===== src/rtl/mlt_pkg.sv =====
// rtl/mlt_pkg.sv - shared widths, timeout default and FSM encoding for the multiplier dispatcher
package mlt_pkg;

  localparam int WIDTH_DEF   = 16;
  localparam int TIMEOUT_DEF = 70000;
  localparam int TIMER_W     = 17;

  localparam logic [2:0] S_IDLE  = 3'd0;
  localparam logic [2:0] S_ISSUE = 3'd1;
  localparam logic [2:0] S_ARM   = 3'd2;
  localparam logic [2:0] S_WAIT  = 3'd3;
  localparam logic [2:0] S_FAULT = 3'd4;

endpackage


===== src/rtl/mlt_op_fifo.sv =====
// rtl/mlt_op_fifo.sv - operand-pair FIFO with pointer-plus-count full/empty
module mlt_op_fifo #(
  parameter int DW    = 32,
  parameter int DEPTH = 2
) (
  input  logic          clk,
  input  logic          reset,
  input  logic          push,
  input  logic [DW-1:0] wdata,
  input  logic          pop,
  output logic [DW-1:0] rdata,
  output logic          full,
  output logic          empty
);

  localparam int AW = $clog2(DEPTH);
  localparam int CW = $clog2(DEPTH + 1);

  logic [DW-1:0] mem [DEPTH];
  logic [AW-1:0] wr_ptr;
  logic [AW-1:0] rd_ptr;
  logic [CW-1:0] count;
  logic          do_push;
  logic          do_pop;

  assign full    = (count == CW'(DEPTH));
  assign empty   = (count == '0);
  assign do_push = push & !full;
  assign do_pop  = pop & !empty;
  assign rdata   = mem[rd_ptr];

  // Storage array; contents need no reset because count gates visibility.
  always_ff @(posedge clk) begin
    if (do_push) mem[wr_ptr] <= wdata;
  end

  // Pointers wrap naturally since DEPTH is a power of two; count tracks occupancy.
  always_ff @(posedge clk or posedge reset) begin
    if (reset) begin
      wr_ptr <= '0;
      rd_ptr <= '0;
      count  <= '0;
    end else begin
      if (do_push) wr_ptr <= wr_ptr + 1'b1;
      if (do_pop)  rd_ptr <= rd_ptr + 1'b1;
      case ({do_push, do_pop})
        2'b10:   count <= count + 1'b1;
        2'b01:   count <= count - 1'b1;
        default: count <= count;
      endcase
    end
  end

endmodule


===== src/rtl/mlt_dispatch.sv =====
// rtl/mlt_dispatch.sv - feeds operand pairs to the repeated-addition multiplier and returns products in order
module mlt_dispatch
  import mlt_pkg::*;
#(
  parameter int WIDTH      = WIDTH_DEF,
  parameter int FIFO_DEPTH = 2,
  parameter int TIMEOUT    = TIMEOUT_DEF
) (
  input  logic             clk,
  input  logic             reset,
  input  logic             in_valid,
  output logic             in_ready,
  input  logic [WIDTH-1:0] in_a,
  input  logic [WIDTH-1:0] in_b,
  output logic             mul_start,
  output logic [WIDTH-1:0] mul_ain,
  output logic [WIDTH-1:0] mul_bin,
  input  logic             mul_done,
  input  logic [WIDTH-1:0] mul_result,
  output logic             out_valid,
  input  logic             out_ready,
  output logic [WIDTH-1:0] out_data,
  output logic             busy,
  output logic             fault
);

  localparam logic [TIMER_W-1:0] TIMER_LAST = TIMER_W'(TIMEOUT - 1);

  logic [2:0]         state;
  logic [TIMER_W-1:0] timer;
  logic [2*WIDTH-1:0] head;
  logic [WIDTH-1:0]   head_a;
  logic [WIDTH-1:0]   head_b;
  logic               fifo_full;
  logic               fifo_empty;
  logic               push;
  logic               pop;
  logic               slot_free;
  logic               head_zero;
  logic               done_load;

  assign head_a    = head[2*WIDTH-1:WIDTH];
  assign head_b    = head[WIDTH-1:0];
  assign head_zero = (head_a == '0) | (head_b == '0);

  assign fault     = (state == S_FAULT);
  assign in_ready  = !fifo_full & !fault;
  assign push      = in_valid & in_ready;
  // The output slot is free if empty or being drained on this same edge.
  assign slot_free = !out_valid | out_ready;
  assign pop       = (state == S_IDLE) & !fifo_empty & slot_free;
  assign done_load = (state == S_WAIT) & mul_done;
  assign mul_start = (state == S_ISSUE);
  assign busy      = (state != S_IDLE) | !fifo_empty;

  mlt_op_fifo #(
    .DW    (2 * WIDTH),
    .DEPTH (FIFO_DEPTH)
  ) u_fifo (
    .clk   (clk),
    .reset (reset),
    .push  (push),
    .wdata ({in_a, in_b}),
    .pop   (pop),
    .rdata (head),
    .full  (fifo_full),
    .empty (fifo_empty)
  );

  // Job sequencing; ARM skips one cycle so a done left over from the previous job is ignored.
  always_ff @(posedge clk or posedge reset) begin
    if (reset) begin
      state <= S_IDLE;
      timer <= '0;
    end else begin
      case (state)
        S_IDLE: begin
          if (pop && !head_zero) state <= S_ISSUE;
        end
        S_ISSUE: state <= S_ARM;
        S_ARM: begin
          state <= S_WAIT;
          timer <= '0;
        end
        S_WAIT: begin
          if (mul_done) begin
            state <= S_IDLE;
          end else if (timer == TIMER_LAST) begin
            state <= S_FAULT;
          end else begin
            timer <= timer + 1'b1;
          end
        end
        S_FAULT: state <= S_FAULT;
        default: state <= S_IDLE;
      endcase
    end
  end

  // Operands are captured on pop and held until the next non-trivial job is popped.
  always_ff @(posedge clk or posedge reset) begin
    if (reset) begin
      mul_ain <= '0;
      mul_bin <= '0;
    end else if (pop && !head_zero) begin
      mul_ain <= head_a;
      mul_bin <= head_b;
    end
  end

  // Single-entry result slot: loaded by zero short-circuit or multiplier done, cleared on handshake.
  always_ff @(posedge clk or posedge reset) begin
    if (reset) begin
      out_valid <= 1'b0;
      out_data  <= '0;
    end else if (pop && head_zero) begin
      out_valid <= 1'b1;
      out_data  <= '0;
    end else if (done_load) begin
      out_valid <= 1'b1;
      out_data  <= mul_result;
    end else if (out_valid && out_ready) begin
      out_valid <= 1'b0;
    end
  end

endmodule

===== config.mk =====
export PLATFORM = sky130hd
export DESIGN_NAME = mlt_dispatch
export DESIGN_NICKNAME = d
export VERILOG_FILES = /design/src/rtl/mlt_pkg.sv /design/src/rtl/mlt_op_fifo.sv /design/src/rtl/mlt_dispatch.sv
export SDC_FILE = /design/constraint.sdc
export NUM_CORES = 1
export LEC_CHECK = 0
export BUFFER_PORTS_ARGS = -buffer_cell sky130_fd_sc_hd__buf_2
export CORE_UTILIZATION = 57
export CTS_BUF_LIST = sky130_fd_sc_hd__clkbuf_4
export CTS_CLUSTER_SIZE = 40
export DETAILED_ROUTE_END_ITERATION = 10
export PLACE_DENSITY = 0.83
export SLEW_MARGIN = 20
export SYNTH_ARGS = -nofsm -noshare
export SYNTH_HDL_FRONTEND = slang
export SYNTH_SLANG_ARGS = --single-unit

===== constraint.sdc =====
create_clock -name clk -period 3.6 [get_ports clk]
set_clock_uncertainty 0.05 [all_clocks]
set_input_delay 0.9 -clock clk [delete_from_list [all_inputs] [get_ports clk]]
set_output_delay 0.9 -clock clk [all_outputs]
set_load 0.05 [all_outputs]

==> results <==
- The critical path's top delay family is flip-flops.
- The synthesized design contains 64 enable-type register cells.
- Counting every net in the synthesized netlist gives about 450.
- The worst ir drop on vdd is approximately 0.6 mV.
- The insertion delay of the later-clocked pin in the worst-skew pair is 530 ps.
- Of the total synthesized cell area, the portion taken by XOR and XNOR cells is 0.0282.
- The complex-gate fraction of the synthesized area is 0.0264.
- Once layout is complete, the cells apart from fillers number 655.
- The layout overhead on the synthesized area is 17.1%.
- The worst setup path is launched from a flop.
- Setup repair after global routing left no endpoint under its margin.
- For this run, design rule violations remaining after detail routing come to 0.
- For this configuration, the core starts out at a cell density of 0.596.
- The share of the Yosys chip area taken by registers is 0.671.
- The final net count is 568.
- The area inside the core boundary is ~9400 um^2.
- The total via count after detailed routing is 3592.
- The remaining number of nets flagged by the antenna check after routing is 0.
- After synthesis the netlist holds a flip-flop and latch count of 137.
- Counting along the longest clock path gives a buffer depth of 2.
- The highest achievable clock rate is 353 MHz.
- In this run, the number of DRC markers left after iteration 0 of detailed routing was 115.
- Counting every sink on the clock net gives 137.
- The count of buffering cells on the critical path with inverters included is 1.
- The final standard cell utilization of the core is 0.698.
- The worst setup path is captured at an output pin.
- Summed over all layers, the routed wires come to 11.1 mm.
- Dividing the detail-routed via count by the number of cells gives 5.48.
- The main flop type after synthesis is dfrtp_1.
- 106 I/O pins were placed.
- Of the total synthesized cell area, the portion taken by AND, OR, NAND and NOR gates is 0.124.
- In this run the number of H-tree levels came out at 4.
- Clock-pin slew was measured on the worst setup and hold paths at around 140 ps.
- The largest family of logic cells by synthesized area is multiplexers.
- Post-CTS timing repair inserted 0 buffers for setup.
- Of the total synthesized cell area, the portion taken by full adders, half adders and majority gates is 0.00448.
- The instance count on the critical path is 4.
- The buffer type at the clock tree root is clkbuf_4.
- The number of buffers inserted by hold repair at cts is 0.
- The HPWL after detailed placement is ~7.6 mm.
- The wire length of the first global-routing pass is 17.7 mm.
- The layout cell share with drive strength beyond 1 is 0.348.
- The global-route usage over all layers is 0.234.
- The remaining max-slew budget at the tightest pin is 0.338.
- Summed over all cells, the static leakage comes to 2.70 nW.
- The critical path goes through nor2_1 > and2_1 > a21oi_1 > buf_2.
- The worst path needs 2830 ps of the cycle, external delays included.
- The critical path is of the reg2out type.
- The cell area after synthesis is 5590 um^2.
- The share of cell area taken by muxes after synthesis is 0.133.
- The worst reg-to-reg path cell count is 5.
- Of the available clock period, the critical path in the final layout requires 0.787.
- The total instance count after detailed placement is 623.
- Timing analysis after detailed placement gives a worst setup slack of between 900 and 1000 ps.
- The setup TNS is 0 ps.
- During synthesis, Yosys emitted a total of 0 warnings.
- The library cell contributing the largest single delay on the critical path is dfrtp_1.
- Once the clock tree was built, the resizer swapped 0 gates to a different size.
- The peak fanout along the critical path is 6.
- TritonCTS created 17 clock buffers.
- Summing all non-filler instances in the final layout gives an area of 6540 um^2.
- At the end of routability-driven placement, the weighted congestion stood at 0.836.
- The netlist uses 40 different library cells.
- Dividing the detail-routed wire length by the instance count gives 16.9 um.
- The largest net degree at the start of global routing is 33.
- The power per standard cell area is roughly 880 nW/um^2.
- The overall power consumption is 5.76 mW.
- In this design, the stage delay of the slowest critical-path cell is 440 ps.
- The flow ran to the end, and the final reports show no timing, DRC or antenna violations.
- In this run the critical register-to-register path is launched from timer[14]$_DFFE_PP0P_.
- The internal reg-to-reg setup slack is 1110 ps.
- The number of antenna violations at the first check in global routing is 0.
- At the pin with the least slew margin, the transition time is 989 ps.
- The gate count after technology mapping is 394.
- Across all hold checks on the routed design, the worst slack comes to 373 ps.
- The number of slew-limit violations in the final report is 0.
- The worst path arrival time is roughly 1900 ps.
- The final count of hold timing violations is 0.
- The die area is 10200 um^2.
- The floorplan has 35 rows.
- The worst min-delay path class is in2async.
- Across the run, the number of max-cap violations was 0.
- Summed over all layers, the global routing overflow is 0.
- In this run the tool buffered the top-level ports with 105 buffer cells.
- The endpoint of the most critical register-to-register path is timer[11]$_DFFE_PP0P_.
- The repair_antennas step left the layout with diodes totalling 0.
- The vertical die dimension is between 100 and 150 um.
- The pre-antenna-repair detailed-routing pass consisted of 5 iterations.
- TritonCTS built the clock tree.
- Summing all placed instances gives a cell area of between 6000 and 7000 um^2.
- The mean instance size in the synthesized netlist is 14.2 um^2.
- Setup violations remaining at the end of the flow were counted as 0.
- The worst setup slack after layout is 765 ps.
- The via count of the first global-routing pass came to approximately 3600.
- At the worst endpoint, the required time is around 2700 ps.
- The async set-or-reset flop fraction in the synthesized netlist is 0.533.
- The floorplan step set the die width to 101 um.
[layout by cell type, fill, tap and decap left out, types with 4 or more instances in the layout]
cell,Yosys,layout
dfrtp_1,73,73
clkinvlp_4,0,5
buf_4,0,7
nor2_1,20,18
buf_2,3,105
nand2_1,40,40
mux2_1,32,32
a21oi_1,20,20
mux2_2,32,32
nor3_1,6,6
xnor2_1,15,15
edfxtp_1,64,64
nand4_1,7,7
nor4_1,20,20
clkbuf_4,0,18
o21ai_1,4,4
nand3_1,6,6
inv_6,0,5
[layout make-up]
cell class	count	area [um^2]
multi-input cells	241	1770
fillers	668	2830
clock inverters	14	131
repair buffers	112	578
inverters	4	15.0
well taps	129	161
flip-flops and latches	137	3750
clock buffers	18	135
[Yosys cell counts (3+ instances only)]
cell type / n / share of area
a21oi_1: 20 / 0.018
and3_1: 3 / 0.0034
buf_2: 3 / 0.0027
clkbuf_1: 8 / 0.0054
dfrtp_1: 73 / 0.33
edfxtp_1: 64 / 0.34
inv_1: 4 / 0.0027
mux2_1: 32 / 0.065
mux2_2: 32 / 0.065
nand2_1: 40 / 0.027
nand3_1: 6 / 0.0054
nand4_1: 7 / 0.0078
nor2_1: 20 / 0.013
nor3_1: 6 / 0.0054
nor4_1: 20 / 0.022
nor4b_1: 3 / 0.0047
o21ai_1: 4 / 0.0036
or3_1: 3 / 0.0034
xnor2_1: 15 / 0.024
xor2_1: 3 / 0.0047
[worst max path at each step]
stage / to / startpoint / slack [ps]
4_1_cts: in_ready / state[1]$_DFFE_PP0P_ / 760
3_3_place_gp: mul_ain[3]$_DFFE_PP0P_ / out_ready / 1020
5_1_grt: in_ready / state[1]$_DFFE_PP0P_ / 710
2_1_floorplan: u_fifo.mem[0][0]$_DFFE_PP_ / state[0]$_DFFE_PP0P_ / 270
3_5_place_dp: mul_bin[15]$_DFFE_PP0P_ / out_ready / 900
6_report: in_ready / state[1]$_DFFE_PP0P_ / 770
[cells by family after synthesis]
logic type | count (synthesis)
simple gates | 127
buf+inv | 16
xor+xnor | 18
mux | 66
compound gates | 28
fa+ha+maj | 2
flops | 137
[metal layers]
layer	vias up	GRT usage	part of all wire
met3	7	0.0569	0.056
met5	-	0	0
met2	124	0.394	0.51
li1	1692	-	-
met1	1769	0.302	0.43
met4	0	0.0769	0.0059
[power by group]
group	leakage (nW)	switching (mW)	internal, mW	total, mW
Sequential	1.51	0.273	2.16	2.43
Clock	0.131	0.633	0.309	0.943
Combinational	1.06	1.70	0.693	2.39
Total	2.70	2.60	3.16	5.76
[sequential cells by signal (all words and copies together), names as in the netlist]
register       count
out_valid          1
u_fifo.wr_ptr      1
u_fifo.rd_ptr      1
out_data          16
u_fifo.count       2
u_fifo.mem        64
mul_ain           16
state              3
mul_bin           16
timer             17
(Power assumes the default switching activity.)
